[src/rtl/mem_bus_arbiter_pkg.sv]
// Shared constants and state type for the instruction/data memory bus arbiter.
package mem_bus_arbiter_pkg;

  localparam int DW_DEF = 32;
  localparam int AW_DEF = 32;
  localparam int SW_DEF = DW_DEF / 8;

  // Bus ownership: idle, serving the data side, or serving instruction fetch.
  typedef enum logic [1:0] {
    BUS_IDLE = 2'd0,
    BUS_DATA = 2'd1,
    BUS_INST = 2'd2
  } bus_state_e;

endpackage

[src/rtl/mem_bus_arbiter_result_buf.sv]
// Per-side result buffer: holds a completed bus result until the pipeline
// advances, and forwards the live bus data when nothing is buffered.
module arb_result_buf
  import mem_bus_arbiter_pkg::*;
#(
  parameter int DW = DW_DEF
) (
  input  logic          clk,
  input  logic          rst,
  input  logic          ce_i,
  input  logic          ack_i,
  input  logic          discard_i,
  input  logic          advance_i,
  input  logic          flush_i,
  input  logic          keep_data_i,
  input  logic [DW-1:0] bus_data_i,
  output logic [DW-1:0] data_o,
  output logic          vld_o,
  output logic          stallreq_o
);

  logic          vld_q, vld_d;
  logic [DW-1:0] buf_q, buf_d;

  // Next-state: flush or advance empties the buffer and beats a fill on the same cycle.
  always_comb begin
    // NOTE: every always_comb output gets a default first so no path leaves it unassigned (no latch).
    vld_d = vld_q;
    buf_d = buf_q;
    if (flush_i || advance_i) begin
      vld_d = 1'b0;
    end else if (ack_i && !discard_i) begin
      vld_d = 1'b1;
      if (!keep_data_i) buf_d = bus_data_i;
    end
  end

  // Buffer registers.
  always_ff @(posedge clk or negedge rst) begin
    // NOTE: sequential state uses non-blocking assignments; the data register is reset too so
    // the output mux never sees X after reset.
    if (!rst) begin
      vld_q <= 1'b0;
      buf_q <= '0;
    end else begin
      vld_q <= vld_d;
      buf_q <= buf_d;
    end
  end

  assign vld_o      = vld_q;
  assign data_o     = vld_q ? buf_q : bus_data_i;
  assign stallreq_o = ce_i && !vld_q && !ack_i;

endmodule

[src/rtl/mem_bus_arbiter.sv]
// Single-port memory bus arbiter between instruction fetch and data access.
// One transaction at a time, data side first, at least one idle cycle between
// transactions. Results are buffered per side until the pipeline advances.
module mem_bus_arbiter
  import mem_bus_arbiter_pkg::*;
#(
  parameter int DW = DW_DEF,
  parameter int AW = AW_DEF,
  parameter int SW = SW_DEF
) (
  input  logic          clk,
  input  logic          rst,
  input  logic          advance_i,
  input  logic          flush_i,
  input  logic          if_ce_i,
  input  logic [AW-1:0] if_addr_i,
  output logic [DW-1:0] if_data_o,
  output logic          if_stallreq_o,
  input  logic          d_ce_i,
  input  logic          d_we_i,
  input  logic [AW-1:0] d_addr_i,
  input  logic [DW-1:0] d_data_i,
  input  logic [SW-1:0] d_sel_i,
  output logic [DW-1:0] d_data_o,
  output logic          d_stallreq_o,
  output logic          m_req_o,
  output logic          m_we_o,
  output logic [AW-1:0] m_addr_o,
  output logic [DW-1:0] m_data_o,
  output logic [SW-1:0] m_sel_o,
  input  logic [DW-1:0] m_data_i,
  input  logic          m_ack_i
);

  bus_state_e    state_q, state_d;
  logic          req_q, req_d;
  logic          we_q, we_d;
  logic [AW-1:0] addr_q, addr_d;
  logic [DW-1:0] data_q, data_d;
  logic [SW-1:0] sel_q, sel_d;
  logic          discard_q, discard_d;
  logic          d_vld, i_vld;
  logic          d_ack, i_ack;

  assign d_ack = (state_q == BUS_DATA) && m_ack_i;
  assign i_ack = (state_q == BUS_INST) && m_ack_i;

  // Next-state and registered bus outputs: requests are sampled only in IDLE.
  always_comb begin
    state_d   = state_q;
    req_d     = req_q;
    we_d      = we_q;
    addr_d    = addr_q;
    data_d    = data_q;
    sel_d     = sel_q;
    discard_d = discard_q;
    case (state_q)
      BUS_IDLE: begin
        if (d_ce_i && !d_vld) begin
          state_d = BUS_DATA;
          req_d   = 1'b1;
          we_d    = d_we_i;
          addr_d  = d_addr_i;
          data_d  = d_data_i;
          sel_d   = d_sel_i;
        end else if (if_ce_i && !i_vld && !flush_i) begin
          state_d = BUS_INST;
          req_d   = 1'b1;
          we_d    = 1'b0;
          addr_d  = if_addr_i;
          data_d  = '0;
          sel_d   = '1;
        end
      end
      BUS_DATA, BUS_INST: begin
        if (m_ack_i) begin
          state_d = BUS_IDLE;
          req_d   = 1'b0;
          we_d    = 1'b0;
        end
      end
      default: state_d = BUS_IDLE;
    endcase
    // A flush while a transaction is (or is becoming) outstanding marks its result as stale;
    // the transaction still completes and the mark is dropped on its ack.
    if (m_ack_i && state_q != BUS_IDLE) begin
      discard_d = 1'b0;
    end else if (flush_i && state_d != BUS_IDLE) begin
      discard_d = 1'b1;
    end
  end

  // State and bus output registers.
  always_ff @(posedge clk or negedge rst) begin
    if (!rst) begin
      state_q   <= BUS_IDLE;
      req_q     <= 1'b0;
      we_q      <= 1'b0;
      addr_q    <= '0;
      data_q    <= '0;
      sel_q     <= '0;
      discard_q <= 1'b0;
    end else begin
      state_q   <= state_d;
      req_q     <= req_d;
      we_q      <= we_d;
      addr_q    <= addr_d;
      data_q    <= data_d;
      sel_q     <= sel_d;
      discard_q <= discard_d;
    end
  end

  assign m_req_o  = req_q;
  assign m_we_o   = we_q;
  assign m_addr_o = addr_q;
  assign m_data_o = data_q;
  assign m_sel_o  = sel_q;

  arb_result_buf #(.DW(DW)) u_d_buf (
    .clk        (clk),
    .rst        (rst),
    .ce_i       (d_ce_i),
    .ack_i      (d_ack),
    .discard_i  (discard_q),
    .advance_i  (advance_i),
    .flush_i    (flush_i),
    .keep_data_i(we_q),
    .bus_data_i (m_data_i),
    .data_o     (d_data_o),
    .vld_o      (d_vld),
    .stallreq_o (d_stallreq_o)
  );

  arb_result_buf #(.DW(DW)) u_i_buf (
    .clk        (clk),
    .rst        (rst),
    .ce_i       (if_ce_i),
    .ack_i      (i_ack),
    .discard_i  (discard_q),
    .advance_i  (advance_i),
    .flush_i    (flush_i),
    .keep_data_i(1'b0),
    .bus_data_i (m_data_i),
    .data_o     (if_data_o),
    .vld_o      (i_vld),
    .stallreq_o (if_stallreq_o)
  );

endmodule

[config.mk]
export PLATFORM = sky130hd
export DESIGN_NAME = mem_bus_arbiter
export DESIGN_NICKNAME = d
export VERILOG_FILES = /design/src/rtl/mem_bus_arbiter_pkg.sv /design/src/rtl/mem_bus_arbiter_result_buf.sv /design/src/rtl/mem_bus_arbiter.sv
export SDC_FILE = /design/constraint.sdc
export NUM_CORES = 1
export LEC_CHECK = 0
export CAP_MARGIN = 25
export CORE_MARGIN = 1
export CORE_UTILIZATION = 46
export DETAILED_ROUTE_END_ITERATION = 7
export PLACE_DENSITY = 0.89
export SETUP_SLACK_MARGIN = 0.1
export SKIP_CTS_REPAIR_TIMING = 1
export SLEW_MARGIN = 0
export SYNTH_ARGS = -nofsm -noshare
export SYNTH_HDL_FRONTEND = slang
export SYNTH_SLANG_ARGS = --single-unit
[constraint.sdc]
create_clock -name clk -period 4 [get_ports clk]
set_input_delay 0.8 -clock clk [delete_from_list [all_inputs] [get_ports clk]]
set_output_delay 0.8 -clock clk [all_outputs]
set_load 0.03 [all_outputs]
======== Word level (Yosys, flattened, before mapping) ========
Index checks and enable logic that the tools add are counted.
storage, ports and cells
  bits in registers ....................... 139
  bits of input ports ..................... 140
operators by class
  eq/ne operators ......................... 4
  mux-type cells .......................... 25
  bitwise logic cells ..................... 2
  reduce and logical (&&, ||, !) cells .... 31
operators with widths
  operator                                                          number
  32-bit two-way mux                                                6
  2-bit nonzero test                                                7
  1-bit logical AND                                                 11
  1-bit two-way mux                                                 11
  4-bit two-way mux                                                 2
  1-bit logical NOT                                                 6
  2-bit two-way mux                                                 3
  3-bit AND reduction                                               2
  1-bit case mux with 2 select lines                                2
  2-bit case mux with 2 select lines                                1
  2-bit AND reduction                                               2
  3-bit inequality test (second input constant)                     1
  2-bit by 1-bit == test with 1-bit output (second input constant)  1
  2-bit == test (second input constant)                             1
  2-bit logical NOT                                                 1
  2-bit inequality test (second input constant)                     1
  1-bit NOT                                                         2
  2-bit OR reduction                                                1
  1-bit logical OR                                                  1

======== Depth between registers and ports, before layout ========
  depth in word-level cells ............... 10
  mapped depth ............................ 8

======== Hierarchy ========
A second synthesis with hierarchy kept.
second synthesis, totals
  cells, all modules ...................... 446
  area total of the unflattened synthesis .. 6645.1 µm²
by module, submodules not included
  module           instances  cells an instance  area each (µm²)  seq. area each (µm²)
  mem_bus_arbiter  1          228                3354.5           1826.8
  arb_result_buf   2          109                1645.3           825.8

======== Worst setup path after synthesis ========
OpenSTA, ideal clock, no wires.
  kind .................................... input port to output port
  start point ............................. input port d_ce_i
  end point ............................... output port d_stallreq_o
  arrival ................................. 1428 ps
  data required time ...................... 3200 ps
  path slack .............................. 1772 ps
  stages on the path ...................... 2
  path buffers ............................ 0
  path through ............................ nand2b_1 -> a21oi_1
between the ends
  longest elaborated chain between the ends .. 2
RTL lines
  element                          RTL line                          source
  from (decl)                      mem_bus_arbiter.sv:19             input logic d_ce_i,
  1-bit logical AND (2 in series)  mem_bus_arbiter_result_buf.sv:53  assign stallreq_o = ce_i && !vld_q && !ack_i;
  to (decl)                        mem_bus_arbiter.sv:25             output logic d_stallreq_o,
Every way passes these cells.

======== Final worst setup path ========
  start point ............................. register u_d_buf.vld_q, in the netlist u_d_buf.vld_o
  end point ............................... output port d_data_o[10]
between the ends
  longest elaborated chain between the ends .. 1
RTL lines
  element                 RTL line                          source
  from (decl)             mem_bus_arbiter_result_buf.sv:22  logic vld_q, vld_d;
  from (signal assigned)  mem_bus_arbiter_result_buf.sv:46  vld_q <= vld_d;
  32-bit two-way mux      mem_bus_arbiter_result_buf.sv:52  assign data_o = vld_q ? buf_q : bus_data_i;
  to (decl)               mem_bus_arbiter.sv:24             output logic [DW-1:0] d_data_o,
Every way passes these cells.

==> run metrics <==
Tmin final=approximately 3.5 ns; mean area per synthesized cell=~15 µm²; Area Overhead vs Synth=53.68%; vias in the first global route=5108; Final Hold Viols=0; CP max stage delay=0.87 ns; Seq cells post-synth=~140; antenna violations before repair=0; max cap viols=0; # diodes=0; DRC violations left=0; syn nets=588; Buf/Inv on CP=2; via count=4791; drt pass-1 iters=6; 1st-iter DRT viols=160; Synth Area in Simple Gates=0.02050; Worst EP arrival=roughly 2.7 ns; largest net degree at the start of global routing=112; crit-path leading delay family=buffers and inverters; critical path class=reg2out; crit-path cells=buf_4 > mux2_2 > clkdlybuf4s50_1; Vias/cell=5.265; DP HPWL=12230 µm; Final setup viols=0; RSZ-0062 raised after global routing=no; CTS Sinks=139; cts bufs inserted=17; Critical Path RT=3.20 ns; commonest register cell after synthesis=dfrtp_1; first-pass GRT wire length=around 27000 µm; row count=between 40 and 50; Worst VDD drop=0.0003507 V; Root Buffer=clkbuf_16; Final Wtd Congestion=0.7706; Post-Synthesis Cells=444; Boundary Pins=about 280; xor and xnor fraction of the mapped netlist area=0; Final Slew Violations=0; Routed Antenna Nets=0; most common cell after layout, fill and taps aside=clkdlybuf4s50_1; clock buffer depth=2; pwr/cell area=703.0 nW/µm²; Final Power=7.056 mW; worst slew pin tran=0.9478 ns; area of the multi-input gates=2859 µm²; Post-Synth Adder-Cell Area=0.007663; Ys Warns=0; final setup TNS=0 ns; Slew HR=0.3668; worst skew pair latency=0.42 ns; leak pwr=4.340 nW; Post-synth EDFFs=0; crit end category=primary output; main combinational cell family by area after synthesis=multiplexers; GRT Util Overall=0.2444; Reg clk slew, reported paths=0.06 ns; asr flop ratio synth=1.000; f_max=289.0 MHz; Post-Route WL=approximately 17000 µm; Synth Area in Compound Gates=0.06188; sequential area share after synthesis=0.5326; commonest cells after routing, fill and taps aside=274 x clkdlybuf4s50_1, 172 x mux2_2, 139 x dfrtp_1; mux share of post-synthesis cell area=0.3441; Tcrit/Tclk final=0.8649; Storage cell area=between 3000 and 4000 µm²; fillers=around 900; initial core utilization=0.4705; status=finished clean; Synth cell types=32; layout cells sized above 1=0.3205; hold crit path type=in2async; Die Area=14680 µm²; Max FO, Critical Path=19; Die Y=121.2 µm; remaining global-route overflow=0; Die X=121.2 µm; Nets=861; slowest stage cell on the critical path=dfrtp_1; DR WL/cell=19.22 µm; TritonCTS clock tree=built; total core area=approximately 14000 µm²; clock skew=between 0.008 and 0.009 ns; port bufs=275; Post-Synthesis Cell Area=6531 µm²; htree depth=4; startpoint class of the critical path=flop
==> power by group <==
part | internal [mW] | switching [mW] | total, mW
Sequential | 2.00 | 0.341 | 2.34
Clock | 1.03 | 0.564 | 1.59
Combinational | 1.55 | 1.58 | 3.12
Total | 4.57 | 2.48 | 7.06
==> sequential cells by signal, indices dropped and copies added, names as in the netlist <==
| register | cells |
|---|---|
| u_d_buf.vld_o | 1 |
| state_q | 2 |
| m_data_o | 32 |
| u_d_buf.buf_q | 32 |
| u_i_buf.vld_o | 1 |
| m_sel_o | 4 |
| discard_q | 1 |
| m_addr_o | 32 |
| m_we_o | 1 |
| m_req_o | 1 |
| u_i_buf.buf_q | 32 |
==> layout make-up <==
| type | instances | area share |
|---|---|---|
| flip-flops and latches | 139 | 0.3465 |
| clock buffers | 25 | 0.04837 |
| repair buffers | 284 | 0.2843 |
| multi-input cells | 269 | 0.2848 |
| clock inverters | 7 | 0.01122 |
| well taps | 180 | 0.02244 |
| inverters | 6 | 0.002244 |
==> metal layers <==
layer	vias to the layer above	GRT usage	wire length (µm)
met2	181	0.4311	8974
met1	2387	0.2758	6847
li1	2185	-	-
met5	-	0	0
met3	38	0.06250	1076
met4	0	0.1127	590
==> synth_stat cells (3+ instances only) <==
cell type | number | share of area
mux2_2 | 172 | 0.30
a22o_1 | 32 | 0.043
nand2_1 | 4 | 0.0023
buf_12 | 3 | 0.0092
inv_1 | 6 | 0.0034
dfrtp_1 | 139 | 0.53
nor2b_1 | 4 | 0.0038
a31oi_1 | 4 | 0.0038
mux2_4 | 20 | 0.046
a21oi_1 | 4 | 0.0031
buf_1 | 3 | 0.0017
and3b_1 | 3 | 0.0040
ha_1 | 4 | 0.0077
o22a_1 | 4 | 0.0054
clkbuf_1 | 7 | 0.0040
buf_2 | 15 | 0.011
==> logic make-up after synthesis <==
kind of cell,after synthesis
buf+inv,36
mux,193
simple gates,22
fa+ha+maj,4
compound gates,50
flops,139
==> per-stage QoR <==
stage                     hold WS (ns)  worst slack [ns]  cell area, µm²  cells  utilization
after global placement          0.4754            0.8293            9412    877       0.6780
after global routing            0.1693            0.4043           10040    910       0.7231
after detailed placement        0.4803            0.8017            9412    877       0.6780
after CTS                       0.4953            0.4964           10010    909       0.7211
final                           0.1828            0.5403           10040    910       0.7231
after floorplan                 0.4736             1.772            6531    444            -
==> worst paths after layout <==
check                              startpoint           end  slack [ns]  cells past startpoint
worst max-delay path            u_d_buf.vld_o  d_data_o[10]        0.54                      3
worst min-delay path                      rst  m_addr_o[29]        0.18                      1
worst max register to register  u_d_buf.vld_o   m_addr_o[3]        1.58                      3
worst min register to register   m_data_o[12]  m_data_o[12]        0.50                      1
max in group asynchronous                 rst  m_data_o[22]        2.69                      3
min in group clk                 m_data_o[12]  m_data_o[12]        0.50                      1
Note: power is estimated with default switching activity, not from simulation.
